==> src/rtl/hc194_rx.sv <==
// rtl/hc194_rx.sv - serial nibble receiver for hc194-style shifter output (start, 4 data, stop)
module hc194_rx (
    input  logic       CP,
    input  logic       MRN,
    input  logic       SIN,
    input  logic       SEN,
    input  logic       DIR,
    output logic       Q0,
    output logic       Q1,
    output logic       Q2,
    output logic       Q3,
    output logic       QV,
    output logic       FERR,
    output logic       BUSY,
    output logic [3:0] ERRCNT
);

    typedef enum logic [1:0] {
        IDLE = 2'd0,
        DATA = 2'd1,
        STOP = 2'd2
    } state_t;

    state_t     state;
    state_t     state_nxt;
    logic [1:0] bit_cnt;
    logic [3:0] shadow;
    logic [3:0] q;
    logic       frame_dir;
    logic       start_bit;
    logic       shift_bit;
    logic       stop_ok;
    logic       stop_bad;

    always_ff @(posedge CP or negedge MRN) begin
        if (!MRN) begin
            state <= IDLE;
        end else begin
            state <= state_nxt;
        end
    end

    always_comb begin
        state_nxt = state;
        start_bit = 1'b0;
        shift_bit = 1'b0;
        stop_ok   = 1'b0;
        stop_bad  = 1'b0;
        if (SEN) begin
            case (state)
                IDLE: begin
                    if (!SIN) begin
                        start_bit = 1'b1;
                        state_nxt = DATA;
                    end
                end
                DATA: begin
                    shift_bit = 1'b1;
                    if (bit_cnt == 2'd3) begin
                        state_nxt = STOP;
                    end
                end
                STOP: begin
                    stop_ok   = SIN;
                    stop_bad  = !SIN;
                    state_nxt = IDLE;
                end
                default: state_nxt = IDLE;
            endcase
        end
    end

    // Direction is frozen at the start bit so mid-frame DIR changes cannot scramble placement.
    always_ff @(posedge CP or negedge MRN) begin
        if (!MRN) begin
            bit_cnt   <= 2'd0;
            shadow    <= 4'd0;
            frame_dir <= 1'b0;
            q         <= 4'd0;
            QV        <= 1'b0;
            FERR      <= 1'b0;
            BUSY      <= 1'b0;
            ERRCNT    <= 4'd0;
        end else begin
            QV   <= stop_ok;
            FERR <= stop_bad;
            BUSY <= (state_nxt != IDLE);
            if (start_bit) begin
                bit_cnt   <= 2'd0;
                frame_dir <= DIR;
            end
            if (shift_bit) begin
                bit_cnt <= bit_cnt + 2'd1;
                if (frame_dir) begin
                    shadow <= {SIN, shadow[3:1]};
                end else begin
                    shadow <= {shadow[2:0], SIN};
                end
            end
            if (stop_ok) begin
                q <= shadow;
            end
            if (stop_bad && (ERRCNT != 4'hF)) begin
                ERRCNT <= ERRCNT + 4'd1;
            end
        end
    end

    assign Q0 = q[0];
    assign Q1 = q[1];
    assign Q2 = q[2];
    assign Q3 = q[3];

endmodule

==> config.mk <==
export PLATFORM = sky130hd
export DESIGN_NAME = hc194_rx
export DESIGN_NICKNAME = d
export VERILOG_FILES = /design/src/rtl/hc194_rx.sv
export SDC_FILE = /design/constraint.sdc
export NUM_CORES = 1
export LEC_CHECK = 0
export ABC_CLOCK_PERIOD_IN_PS = 1400
export BUFFER_PORTS_ARGS = -buffer_cell sky130_fd_sc_hd__buf_2
export CORE_AREA = 2 2 43 45
export CTS_BUF_LIST = sky130_fd_sc_hd__clkbuf_8
export DETAILED_ROUTE_END_ITERATION = 10
export DIE_AREA = 0 0 45 47
export PLACE_DENSITY = 0.78
export SLEW_MARGIN = 0
export SYNTH_ARGS = -nofsm -noshare
export SYNTH_HDL_FRONTEND = slang
export SYNTH_SLANG_ARGS = --single-unit
==> constraint.sdc <==
create_clock -name CP -period 1.4 [get_ports CP]
set_input_delay 0.21 -clock CP [delete_from_list [all_inputs] [get_ports CP]]
set_output_delay 0.21 -clock CP [all_outputs]
set_load 0.03 [all_outputs]
Yosys cells after proc, flatten, opt, wreduce, memory -nomap -nowiden

Cells that the tools add are included.

Add/sub/neg operators: 2
Eq/ne operators: 4
Mux-type cells: 16
Reduce and logical (&&, ||, !) cells: 5

Operators with widths:

| operator            | count |
|---|---|
| $mux 2              | 5 |
| $mux 1              | 9 |
| $add 4x1->4 const B | 1 |
| $eq 2x2->1 const B  | 2 |
| $mux 4              | 1 |
| $ne 4x4->1 const B  | 1 |
| $pmux 2 s2          | 1 |
| $reduce_bool 2->1   | 2 |
| $add 2x1->2 const B | 1 |
| $eq 2x1->1 const B  | 1 |
| $logic_not 2->1     | 1 |
| $logic_and 1x1->1   | 1 |
| $logic_not 1->1     | 1 |

Bits in registers: 20
Input port bits: 5
Output and inout port bits: 11

Depth between registers and ports, before layout

Depth after elaboration: 5
Depth in mapped cells: 4
Gate-level depth less buffers: 4

Worst setup path before layout

Ideal clock, no wire load.

Path type: reg2reg
Start point: register ERRCNT[0]
End point: register ERRCNT[1]
Data arrival time: 1.303 ns
Slack: -0.027 ns
Cell stages (with the launch flop): 5
Buffers on the path: 0
Period minus slack after synthesis: 1.427 ns
Cells stage by stage: dfrtp_1 ha_1 nand3_1 nand2_1 mux2_2

Cells in the longest elaborated chain, start to end: 2

Ends and longest elaborated chain:

| item                                                                | RTL line | text |
|---|---|---|
| from (decl)                                                         | 15       | `output logic [3:0] ERRCNT` |
| from (signal assigned)                                              | 104      | `ERRCNT <= ERRCNT + 4'd1;` |
| parallel branches: the longest is 2 deep, another holds $add 4x1->4 | -        |  |

Parallel ways; which one is timed is not known.
A chain may end at the register's enable or synchronous reset.

Worst setup path after layout

Start point: register state[1]
End point: register frame_dir

Cells in the longest elaborated chain, start to end: 3

Ends and longest elaborated chain:

| item                   | RTL line | text |
|---|---|---|
| from (decl)            | 24       | `state_t state;` |
| from (signal assigned) | 39       | `state <= state_nxt;` |
| $logic_not 2->1        | 50       | `case (state)` |
| $mux 1                 | 50       |  |
| $mux 1                 | 49       | `if (SEN) begin` |
| to (signal assigned)   | 78       | `frame_dir <= 1'b0;` |
| to (signal assigned)   | 90       | `frame_dir <= DIR;` |
| to (decl)              | 29       | `logic frame_dir;` |

No other way between the ends.

==> results_tabular.tex <==
\begin{tabular}{lr}
\hline
Metric & Value \\
\hline
\multicolumn{2}{l}{\textbf{Yosys}} \\
Library cell occupying the most area in the post-synthesis netlist & dfrtp\_1 \\
Synth cell types & 25 \\
Syn\_nets & 76 \\
Adder-Cell Fraction of Synth Area & between 2 and 3\% \\
Area share of the largest cell type after synthesis & 59.00\% \\
Synthesized-area fraction occupied by ao, oa, aoi and oai cells & around 8.3\% \\
Mux cell area share after synthesis & $\sim$14\% \\
Average cell area after synthesis & 12.29 um\^{}2 \\
Synth Warn \# & 0 \\
Fraction of the mapped netlist area in simple logic gates & roughly an eighth \\
Top post-synthesis cells by count & dfrtp\_1, o21ai\_0, mux2\_2 \\
Leading cell type by number of instances after synthesis & dfrtp\_1 \\
Synthesized netlist cell count & 69 \\
Netlist area before placement & around 850 um\^{}2 \\
Xor and xnor fraction of the mapped netlist area & 1.032\% \\
Main combinational cell family by area after synthesis & multiplexers \\
Share of async-settable or async-resettable flops after synthesis & 100.0\% \\
Flip-flop and latch count after synthesis & 20 \\
Number of enable flip-flop cells after synthesis & 0 \\
Part of the Yosys area used for sequential elements & between 50\% and 60\% \\
Primary flip-flop cell chosen by synthesis mapping & dfrtp\_1 \\
Leading cell types by total area after synthesis & dfrtp\_1, mux2\_2, o21ai\_0 \\
\multicolumn{2}{l}{\textbf{Pwr}} \\
Reported leakage power & around 0.53 nW \\
Power density over the cells & 1921 nW/um\^{}2 \\
Pwr Total & around 2.0 mW \\
Peak VDD IR & $\sim$1500 uV \\
\multicolumn{2}{l}{\textbf{Placed design}} \\
Placed standard-cell area & roughly 950 um\^{}2 \\
Gpl congestion & about 0.8 \\
Setup WS pre-CTS & 62.90 ps \\
HPWL after detailed placement & between 900 and 1000 um \\
Number of buffers inserted by port buffering & 15 \\
\multicolumn{2}{l}{\textbf{Layout}} \\
Antenna diode count & 0 \\
Area growth syn-to-layout & 20.94\% \\
Final Net Count & a little under 100 \\
Share of the core filled with cells & between 60\% and 70\% \\
Ratio of cells with drive above 1 in the final layout & between 30\% and 40\% \\
Final instance area & roughly 1000 um\^{}2 \\
\multicolumn{2}{l}{\textbf{Worst setup path}} \\
Register-to-Register Setup Slack & about 47 ps \\
Maximum fanout encountered on the critical timing path & 7 \\
Crit path arrival time & 1490 ps \\
Critical register-to-register path startpoint & state[1]\$\_DFF\_PN0\_ \\
Largest stage delay on the critical path & 440 ps \\
Sort of element at the end of the critical path & flop \\
Cell with the biggest individual delay on the critical path & dfrtp\_1 \\
Type of origin of the critical path & flop \\
Critical path required time & between 1500 and 2000 ps \\
Worst R2R Path Depth & 2 \\
Worst R2R End & frame\_dir\$\_DFFE\_PN0P\_ \\
WS Path Type & flop to flop \\
CP cell instances & nor4b\_1 -> mux2\_2 \\
\multicolumn{2}{l}{\textbf{STA}} \\
Final worst path period need & $\sim$1400 ps \\
Clk\_skew & 2.762 ps \\
Max Freq & 739.2 MHz \\
Ratio of final minimum period to clock period & between 90\% and 100\% \\
Setup repair after global routing missed its margin & yes \\
Post-layout worst setup margin & about 47 ps \\
Max Transition Viols Final & 0 \\
Final Setup Violations & 0 \\
Final hold violations & 0 \\
Worst-case headroom to the max-slew limit & roughly 72\% \\
Slew at the pin closest to its max-slew limit & approximately 410 ps \\
\multicolumn{2}{l}{\textbf{Floorplanning}} \\
FP Rows & 15 \\
Num ports & 16 \\
Area of the die & 2115 um\^{}2 \\
Core region area & between 1500 and 2000 um\^{}2 \\
Starting utilization of the core area & 51.36\% \\
Overall die width & 45 um \\
Floorplan die height & about 47 um \\
\multicolumn{2}{l}{\textbf{Worst hold path}} \\
Worst hold start & DIR \\
Class of the tightest hold or removal check & primary input to flop \\
Worst hold path endpoint & frame\_dir\$\_DFFE\_PN0P\_ \\
Hold-critical path depth & 2 \\
\multicolumn{2}{l}{\textbf{Global routing}} \\
Grt ovf & 0 \\
Number of antenna violations at the first check in global routing & 0 \\
Vias in the first global route & 517 \\
Maximum number of pins on one net before global-route repair & 21 \\
Total global-route track usage & approximately 16\% \\
First-pass GRT wire length & 2283 um \\
\multicolumn{2}{l}{\textbf{CTS}} \\
TritonCTS clock tree & done \\
Buffer cell driving the clock tree root & clkbuf\_8 \\
Clock buffer count from CTS & 3 \\
Depth of the CTS H-tree & 1 \\
Largest buffer count on any clock path & 2 \\
Skew-Pair Late Insertion Delay & 250 ps \\
Clock sink count & 20 \\
Clock slew seen by the registers of the worst setup and hold paths & roughly 70 ps \\
\multicolumn{2}{l}{\textbf{Routing}} \\
Routed length per instance & about 13 um \\
Routed vias & between 500 and 600 \\
Routed WL & around 1400 um \\
Via count normalized by instance count & 5.393 \\
Final antenna-violating net count & 0 \\
First-pass iteration count of the detailed router & 4 \\
Number of DRC violations after detailed-routing iteration 0 & 10 \\
DRC violation count after routing & 0 \\
\multicolumn{2}{l}{\textbf{Run status}} \\
Result of the run & complete, no violations \\
\multicolumn{2}{l}{\textbf{Run}} \\
Count of max-cap constraint violations & 0 \\
\hline
\end{tabular}
## cell type report
| class | instances | area (um^2) |
|---|---|---|
| Multi-Input combinational cell | 43 | 334.1 |
| Tap cell | 17 | 21.27 |
| Inverter | 4 | 15.01 |
| Timing Repair Buffer | 19 | 107.6 |
| Clock inverter | 1 | 3.754 |
| Clock buffer | 3 | 41.29 |
| Sequential cell | 20 | 503.0 |
| Fill cell | 132 | 625.6 |
## placed cells by master, fill, tap and decap left out, drive strengths merged
master and n:
nand3 2, dfrtp 20, nand2 5, mux2 7, o21ai 9, ha 2, inv 5, dlygate4sd3 1
o22ai 1, or2b 1, clkbuf 3, and4bb 1, mux2i 4, buf 18, and2b 1, a31oi 1
xnor2 1, nand3b 1, a21oi 1, nand2b 1, a21o 1, nor4b 1, or2 1, nor2b 1
nand4 1
## worst max-delay path, delay by kind of cell, from the launching register on
| family | cells | cell delay, ps |
|---|---|---|
| flops | 1 | 440 |
| simple gates | 1 | 420 |
| mux | 1 | 380 |
## through the flow
step | setup TNS (ps) | hold WS, ps | instances
after detailed placement | 0 | 175.7 | 100
after global routing | -1.057 | 192.7 | 107
after global placement | 0 | 174.9 | 100
after floorplan | 0 | -85.59 | 69
final | 0 | 198.3 | 107
after CTS | 0 | 197.6 | 105
## state kept, by name, summed over array words and instances (netlist names)
signal     count
ERRCNT         4
FERR           1
q              4
frame_dir      1
QV             1
bit_cnt        2
shadow         4
state          2
BUSY           1
## power breakdown
| part | total (mW) | internal [mW] | switching (mW) | leakage, nW |
|---|---|---|---|---|
| logic | 0.665 | 0.298 | 0.367 | 0.249 |
| clock network | 0.359 | 0.194 | 0.164 | 0.0269 |
| registers | 0.948 | 0.778 | 0.170 | 0.259 |
| total | 1.97 | 1.27 | 0.701 | 0.535 |
## cell families (layout without fill, tap and decap cells)
group,after synthesis,after routing
adders and majority gates,2,2
and+or+nand+nor,16,16
muxes,11,11
AOI/OAI and AO/OA,13,13
xor gates and xnor gates,1,1
DFF,20,20
buffers and inverters,6,27
## how the worst max path moves through the flow
stage	start	end	slack, ps	cells after the start
floorplan	ERRCNT[0]$_DFFE_PN0P_	ERRCNT[1]$_DFFE_PN0P_	80	4
global placement	state[0]$_DFF_PN0_	q[0]$_DFFE_PN0P_	100	3
detailed placement	state[1]$_DFF_PN0_	frame_dir$_DFFE_PN0P_	60	2
CTS	state[1]$_DFF_PN0_	frame_dir$_DFFE_PN0P_	50	2
global route	state[1]$_DFF_PN0_	frame_dir$_DFFE_PN0P_	-1	2
finish	state[1]$_DFF_PN0_	frame_dir$_DFFE_PN0P_	50	2
## what timing repair did
action | in CTS | in global routing
hold endpoints to repair | 20 | 0
endpoints found under the setup margin | 0 | 5
resized for setup | 0 | 2
buffers inserted | 0 | 2
hold buffers | 1 | 0
## routing by layer
layer | track usage, % | vias up | routed length [um]
li1 | - | 283 | -
met1 | 21.95 | 278 | 617
met2 | 23.71 | 14 | 692
met3 | 3.462 | 2 | 59
met4 | 7.059 | 0 | 12
met5 | 0 | - | 0
No activity file was read; power rests on OpenSTA's default activity.
